==> src/rtl/muxn_arb_reg.sv <==
// N-channel valid/ready arbiter feeding a one-entry registered output stage.
// Supports fixed-priority (MODE=0) or round-robin (MODE=1) grant selection.
module muxn_arb_reg #(
  parameter  int WIDTH = 32,
  parameter  int NCH   = 4,
  parameter  int MODE  = 0,
  localparam int SEL_W = $clog2(NCH)
) (
  input  logic                 clk,
  input  logic                 rst,
  input  logic                 flush,
  input  logic [NCH*WIDTH-1:0] in_data,
  input  logic [NCH-1:0]       in_valid,
  output logic [NCH-1:0]       in_ready,
  output logic [WIDTH-1:0]     out_data,
  output logic [SEL_W-1:0]     out_sel,
  output logic                 out_valid,
  input  logic                 out_ready
);

  logic [WIDTH-1:0] out_data_reg, out_data_next;
  logic [SEL_W-1:0] out_sel_reg, out_sel_next;
  logic             out_valid_reg, out_valid_next;
  logic [SEL_W-1:0] rr_ptr_reg, rr_ptr_next;

  logic             load;
  logic             gnt_valid;
  logic [SEL_W-1:0] gnt_idx;
  logic             xfer;

  // rst gates load so in_ready stays low while reset is held
  assign load = !rst && !flush && (!out_valid_reg || out_ready);
  assign xfer = load && gnt_valid;

  // Scan from the far end downward so the nearest candidate wins last
  always_comb begin
    gnt_valid = 1'b0;
    gnt_idx   = '0;
    for (int k = NCH - 1; k >= 0; k--) begin
      int idx;
      if (MODE == 1) begin
        idx = int'(rr_ptr_reg) + k;
        if (idx >= NCH) idx = idx - NCH;
      end else begin
        idx = k;
      end
      if (in_valid[idx]) begin
        gnt_valid = 1'b1;
        gnt_idx   = SEL_W'(idx);
      end
    end
  end

  for (genvar gi = 0; gi < NCH; gi++) begin : g_ready
    assign in_ready[gi] = xfer && (gnt_idx == SEL_W'(gi));
  end

  always_comb begin
    out_data_next  = out_data_reg;
    out_sel_next   = out_sel_reg;
    out_valid_next = out_valid_reg;
    rr_ptr_next    = rr_ptr_reg;
    if (flush) begin
      out_valid_next = 1'b0;
    end else if (xfer) begin
      out_data_next  = in_data[int'(gnt_idx)*WIDTH +: WIDTH];
      out_sel_next   = gnt_idx;
      out_valid_next = 1'b1;
      if (MODE == 1) begin
        rr_ptr_next = (int'(gnt_idx) == NCH - 1) ? '0 : gnt_idx + 1'b1;
      end
    end else if (out_valid_reg && out_ready) begin
      out_valid_next = 1'b0;
    end
  end

  always_ff @(posedge clk or posedge rst) begin
    if (rst) begin
      out_data_reg  <= '0;
      out_sel_reg   <= '0;
      out_valid_reg <= 1'b0;
      rr_ptr_reg    <= '0;
    end else begin
      out_data_reg  <= out_data_next;
      out_sel_reg   <= out_sel_next;
      out_valid_reg <= out_valid_next;
      rr_ptr_reg    <= rr_ptr_next;
    end
  end

  assign out_data  = out_data_reg;
  assign out_sel   = out_sel_reg;
  assign out_valid = out_valid_reg;

endmodule

==> config.mk <==
export PLATFORM = sky130hd
export DESIGN_NAME = muxn_arb_reg
export DESIGN_NICKNAME = d
export VERILOG_FILES = /design/src/rtl/muxn_arb_reg.sv
export SDC_FILE = /design/constraint.sdc
export NUM_CORES = 1
export LEC_CHECK = 0
export ABC_CLOCK_PERIOD_IN_PS = 2200
export CELL_PAD_IN_SITES_DETAIL_PLACEMENT = 0
export CELL_PAD_IN_SITES_GLOBAL_PLACEMENT = 1
export CORE_AREA = 2 2 99 101
export DETAILED_ROUTE_END_ITERATION = 8
export DIE_AREA = 0 0 101 103
export PLACE_DENSITY = 0.86
export SLEW_MARGIN = 20
export SYNTH_ARGS = -nofsm -noshare
export SYNTH_HDL_FRONTEND = slang
export SYNTH_SLANG_ARGS = --single-unit
==> constraint.sdc <==
create_clock -name clk -period 2.2 [get_ports clk]
set_clock_uncertainty 0.15 [all_clocks]
set_input_delay 0.33 -clock clk [delete_from_list [all_inputs] [get_ports clk]]
set_output_delay 0.33 -clock clk [all_outputs]
set_load 0.005 [all_outputs]
Word-level counts from Yosys, hierarchy flattened --
Index checks and enable logic that the tools add are counted.
Storage, ports and cells: bits of input ports 136, word-level logic and storage cells 34, register bits after elaboration 35, output and inout bits 39
Operators by class: shifts and indexed selects 1, bitwise operators 1, multiplexer cells 11, equal/unequal tests 3, reduce and logical (&&, ||, !) cells 15
Operators with widths (number):
- indexed part select 128 x 8 -> 32 bit | 1
- logical AND 1 bit | 8
- two-way mux 2 bit | 4
- two-way mux 1 bit | 7
- == test 2 bit, second input constant | 2
- logical NOT 1 bit | 3
- nonzero test 3 bit | 1
- == test 2 x 1 -> 1 bit, second input constant | 1
- logical NOT 2 bit | 1
- AND reduction 2 bit | 1
- logical OR 1 bit | 1
- inverter 1 bit | 1

Longest topological paths before layout --
word-level depth 7, gate-level depth with buffers 7, gate-level depth less buffers 4

Least setup slack after synthesis --
Ideal clock, no wire load.
path type input port to flip-flop, start input port in_valid[2], end register out_data_reg[17] (netlist: out_data[17]), data arrival time 1.598 ns, cell stages on the path 5, setup slack 0.325 ns, data required time 1.923 ns, setup time 0.127 ns, path buffers 2, cells stage by stage buf_6 > or4_4 > nand3_4 > buf_6 > mux2_1
On the way: cells in the longest elaborated chain, start to end 5, elaborated cells on any way between the ends 9, those cells by class shift: 1; mux: 6; reduce/logical: 2
RTL lines:
- from (decl) | RTL line 13 | input logic [NCH-1:0] in_valid,
- parallel branches: the longest is 5 deep, another holds indexed part select 128 x 8 -> 32 bit
- to (signal assigned) | RTL line 84 | out_data_reg <= out_data_next;
- to (decl) | RTL line 21 | logic [WIDTH-1:0] out_data_reg, out_data_next;
Parallel ways; which one is timed is not known. A chain may end at the register's enable or synchronous reset.

Final worst setup path --
start input port in_valid[1], end register out_data_reg[17] (netlist: out_data[17])
On the way: cells in the longest elaborated chain, start to end 4, elaborated cells on any way between the ends 7, those cells by class shift: 1; mux: 4; reduce/logical: 2
RTL lines:
- parallel branches: the longest is 4 deep, another holds indexed part select 128 x 8 -> 32 bit
Parallel ways; which one is timed is not known.

==> key figures <==
Run status
  – Status: finished, final reports clean

Worst setup path
  – Startpoint Class: primary input
  – Crit path buffers/inverters: 3
  – Crit path kind: in -> reg
  – Crit path max-delay family: buffers and inverters
  – CP startpoint: in_valid[1]
  – Worst EP required: 2.21 ns
  – Slowest CP cell: or4_4
  – Depth of the most critical reg-to-reg path: 8
  – Data arrival time of the critical path: 2.12 ns
  – CP endpoint kind: register
  – CP Cell Sequence: clkdlybuf4s50_1, buf_6, or4_4, nand3_4, buf_12, mux2_1
  – FF-to-FF Start: out_valid$_DFFE_PP0P_
  – Setup crit end: out_data[17]$_DFFE_PP0P_
  – Worst-path fanout max: 18
  – Crit. path cell count: 6
  – Slowest Stage Delay on Critical Path: 0.55 ns
  – R2r endpoint: out_data[28]$_DFFE_PP0P_
  – Worst R2R Setup Slack: ~0.45 ns

Final layout
  – Proportion of layout cells with a drive suffix above 1: between 15 and 20%
  – # diodes: 0
  – # nets final: ~540
  – Fin cells: 517
  – Area delta synth->final: 87.5%
  – Final instance area: around 4400 um2
  – Max FFs per register: 32

Power
  – Clk pwr share: 19.1%
  – Logic pwr share: 43.8%
  – Maximum vdd drop: 0.000236 V
  – P_sw: between 0.6 and 0.7 mW
  – P per Cell Area: 527 nW/um2
  – Lkg Pwr: ~1.8 nW
  – Pint: 1.72 mW
  – Seq pwr share: a little under two fifths
  – Sw Share: 26.5%

Synthesis
  – Predominant post-synthesis flop cell: dfrtp_1
  – Post-Syn Area: ~2400 um2
  – Post-synth EDFFs: 0
  – Most common library cells after synthesis: dfrtp_1 (35), a22oi_1 (34), o21ai_0 (28)
  – Avg Cell Area, Syn: approximately 11 um2
  – Synthesized flop and latch total: 35
  – Synth Instances: 217
  – Yosys top cell by area: dfrtp_1
  – Async set-reset flop share out of synthesis: between 90% and 100%
  – Synth Warn #: 0
  – Share of the synthesized area in the top cell type: 37.0%
  – Sequential fraction of the synthesis area: a little under two fifths
  – Area contributors post-synth: dfrtp_1 (37%), mux2_4 (13%), a222oi_1 (11%)
  – Count of different cell masters after synthesis: 33
  – Post-Syn Nets: roughly 350
  – Most frequent cell after synthesis: dfrtp_1

Die
  – Initial core utilization: 25.0%
  – Core box area: 9460 um2
  – Die height: 103 um
  – Row count: 36
  – Die area: 10400 um2
  – Die X: 101 um
  – IO Pins: 175

STA
  – Smallest hold slack: 0.332 ns
  – Max Transition Viols Final: 0
  – FMAX: roughly 470 MHz
  – Final setup margin: 0.0856 ns
  – Worst slew pin tran: 0.454 ns
  – Min Tclk post-route: around 2.1 ns
  – RSZ-0062 raised after global routing: no
  – Max-slew headroom: 69.7%
  – Fin. Hold Viols: 0
  – Finish-stage setup viols: 0
  – Final worst-path cycle share: 96.1%

Drt
  – Routed WL per cell: roughly 17 um
  – Vias: 2675
  – DRC: 0
  – Detail Route Antenna Nets: 0
  – Drt first pass iters: 5
  – Vias per cell: 5.17
  – Initial DRC count: 177
  – Final WL: approximately 9000 um

Global routing
  – GRT Total Usage: 16.7%
  – Initial antenna violation count: 0
  – Vias in the first global route: 2824
  – First-pass GRT wire length: 13500 um
  – Largest net degree at the start of global routing: 36
  – Gr ovfl total: 0

Run
  – Maxcap violations: 0

CTS
  – CTS tree: built
  – H-tree Lvls: 2
  – Root buf cell: clkbuf_8
  – Clk pin slew, worst setup/hold paths: roughly 0.07 ns
  – Clk buf depth: 2
  – Setup Fix Bufs, Post-CTS: 0
  – # clock sinks: 35
  – Clk Latency, worst-skew pair: roughly 0.28 ns
  – Cts bufs inserted: 5

Placed design
  – Post-detail-place hpwl: 6890 um
  – Setup slack at placement: -0.227 ns
  – Placed cell areas: 4350 um2
  – # port buffers: 174
  – Placed insts: 509
  – RePlAce Congestion: 0.767

Worst hold path
  – Hold Path Class: in -> async
==> cells by family after synthesis <==
kind of cell | Yosys count | share of synthesized area, %
multiplexers | 28 | 16.5
AND/OR/NAND/NOR | 22 | 6.97
buffers and inverters | 25 | 6.55
flip-flops | 35 | 37.0
AO/OA/AOI/OAI | 107 | 33.0
==> worst register-to-register path: stages, from the launching register on <==
cell and delay (ns):
dfrtp_1 0.38, nand2b_1 0.13, buf_4 0.13, buf_4 0.10, nand3_4 0.08, buf_12 0.18
buf_4 0.17, a22oi_1 0.19, o21ai_0 0.11
==> power groups by stage <==
stage	registers (mW)	logic, mW	clock network, mW
3_5_place_dp	0.879	1.03	0
6_report	0.867	1.03	0.448
5_1_grt	0.884	1.10	0.499
4_1_cts	0.867	1.04	0.477
3_3_place_gp	0.871	1.01	0
2_1_floorplan	0.881	0.363	0
==> area by class of cell <==
cell class	instances	area [um2]
Timing Repair Buffer	200	1980
Fill cell	893	5020
Inverter	3	11.3
Tap cell	114	143
Multi-Input combinational cell	157	1350
Clock buffer	7	76.3
Clock inverter	1	5.00
Sequential cell	35	876
==> what timing repair did <==
item | 4_1_cts | 5_1_grt
resized for setup | 8 | 0
endpoints found under the setup margin | 4 | 0
hold buffers | 0 | 0
==> how the worst min path moves through the flow <==
stage                                        start                  endpoint  slack, ns  cells past startpoint
after global routing      out_data[27]$_DFFE_PP0P_  out_data[27]$_DFFE_PP0P_       0.37                      1
after detailed placement    out_sel[0]$_DFFE_PP0P_    out_sel[0]$_DFFE_PP0P_       0.34                      1
after CTS                                      rst  out_data[22]$_DFFE_PP0P_       0.34                      3
after floorplan                              flush     out_valid$_DFFE_PP0P_       0.29                      1
after global placement    out_data[17]$_DFFE_PP0P_  out_data[17]$_DFFE_PP0P_       0.33                      1
final                                          rst  out_data[22]$_DFFE_PP0P_       0.33                      3
==> per-layer routing <==
layer  vias up  wire [um]  global-route usage, %
met5         -          0                      0
met4         0         68                   4.78
met3         8        616                   4.14
met2       109       4770                   31.6
met1      1285       3580                   18.5
li1       1273          -                      -
==> layout by cell type, fill, tap and decap left out, types with 2 or more instances in the layout <==
master / netlist / routed
and3_1: 3 / 3
dlygate4sd2_1: 0 / 5
buf_12: 2 / 4
o21a_1: 2 / 2
clkbuf_8: 0 / 5
dfrtp_1: 35 / 35
clkbuf_1: 9 / 2
a2bb2oi_1: 3 / 3
mux2_1: 2 / 2
a21oi_1: 5 / 5
inv_1: 3 / 3
mux2_4: 20 / 20
mux2_2: 6 / 6
a222oi_1: 27 / 27
clkdlybuf4s50_1: 0 / 168
o21ai_1: 5 / 5
nor2b_1: 8 / 5
a22oi_1: 34 / 34
buf_4: 1 / 21
o21ai_0: 28 / 28
nor2b_2: 0 / 2
==> per-stage QoR <==
step	TNS [ns]	util (%)	power, mW
5_1_grt	0	46.9	2.49
2_1_floorplan	0	-	1.24
6_report	0	46.9	2.34
3_3_place_gp	-5.29	46.0	1.89
4_1_cts	0	46.9	2.38
3_5_place_dp	-6.06	46.0	1.91
(Power assumes the default switching activity.)
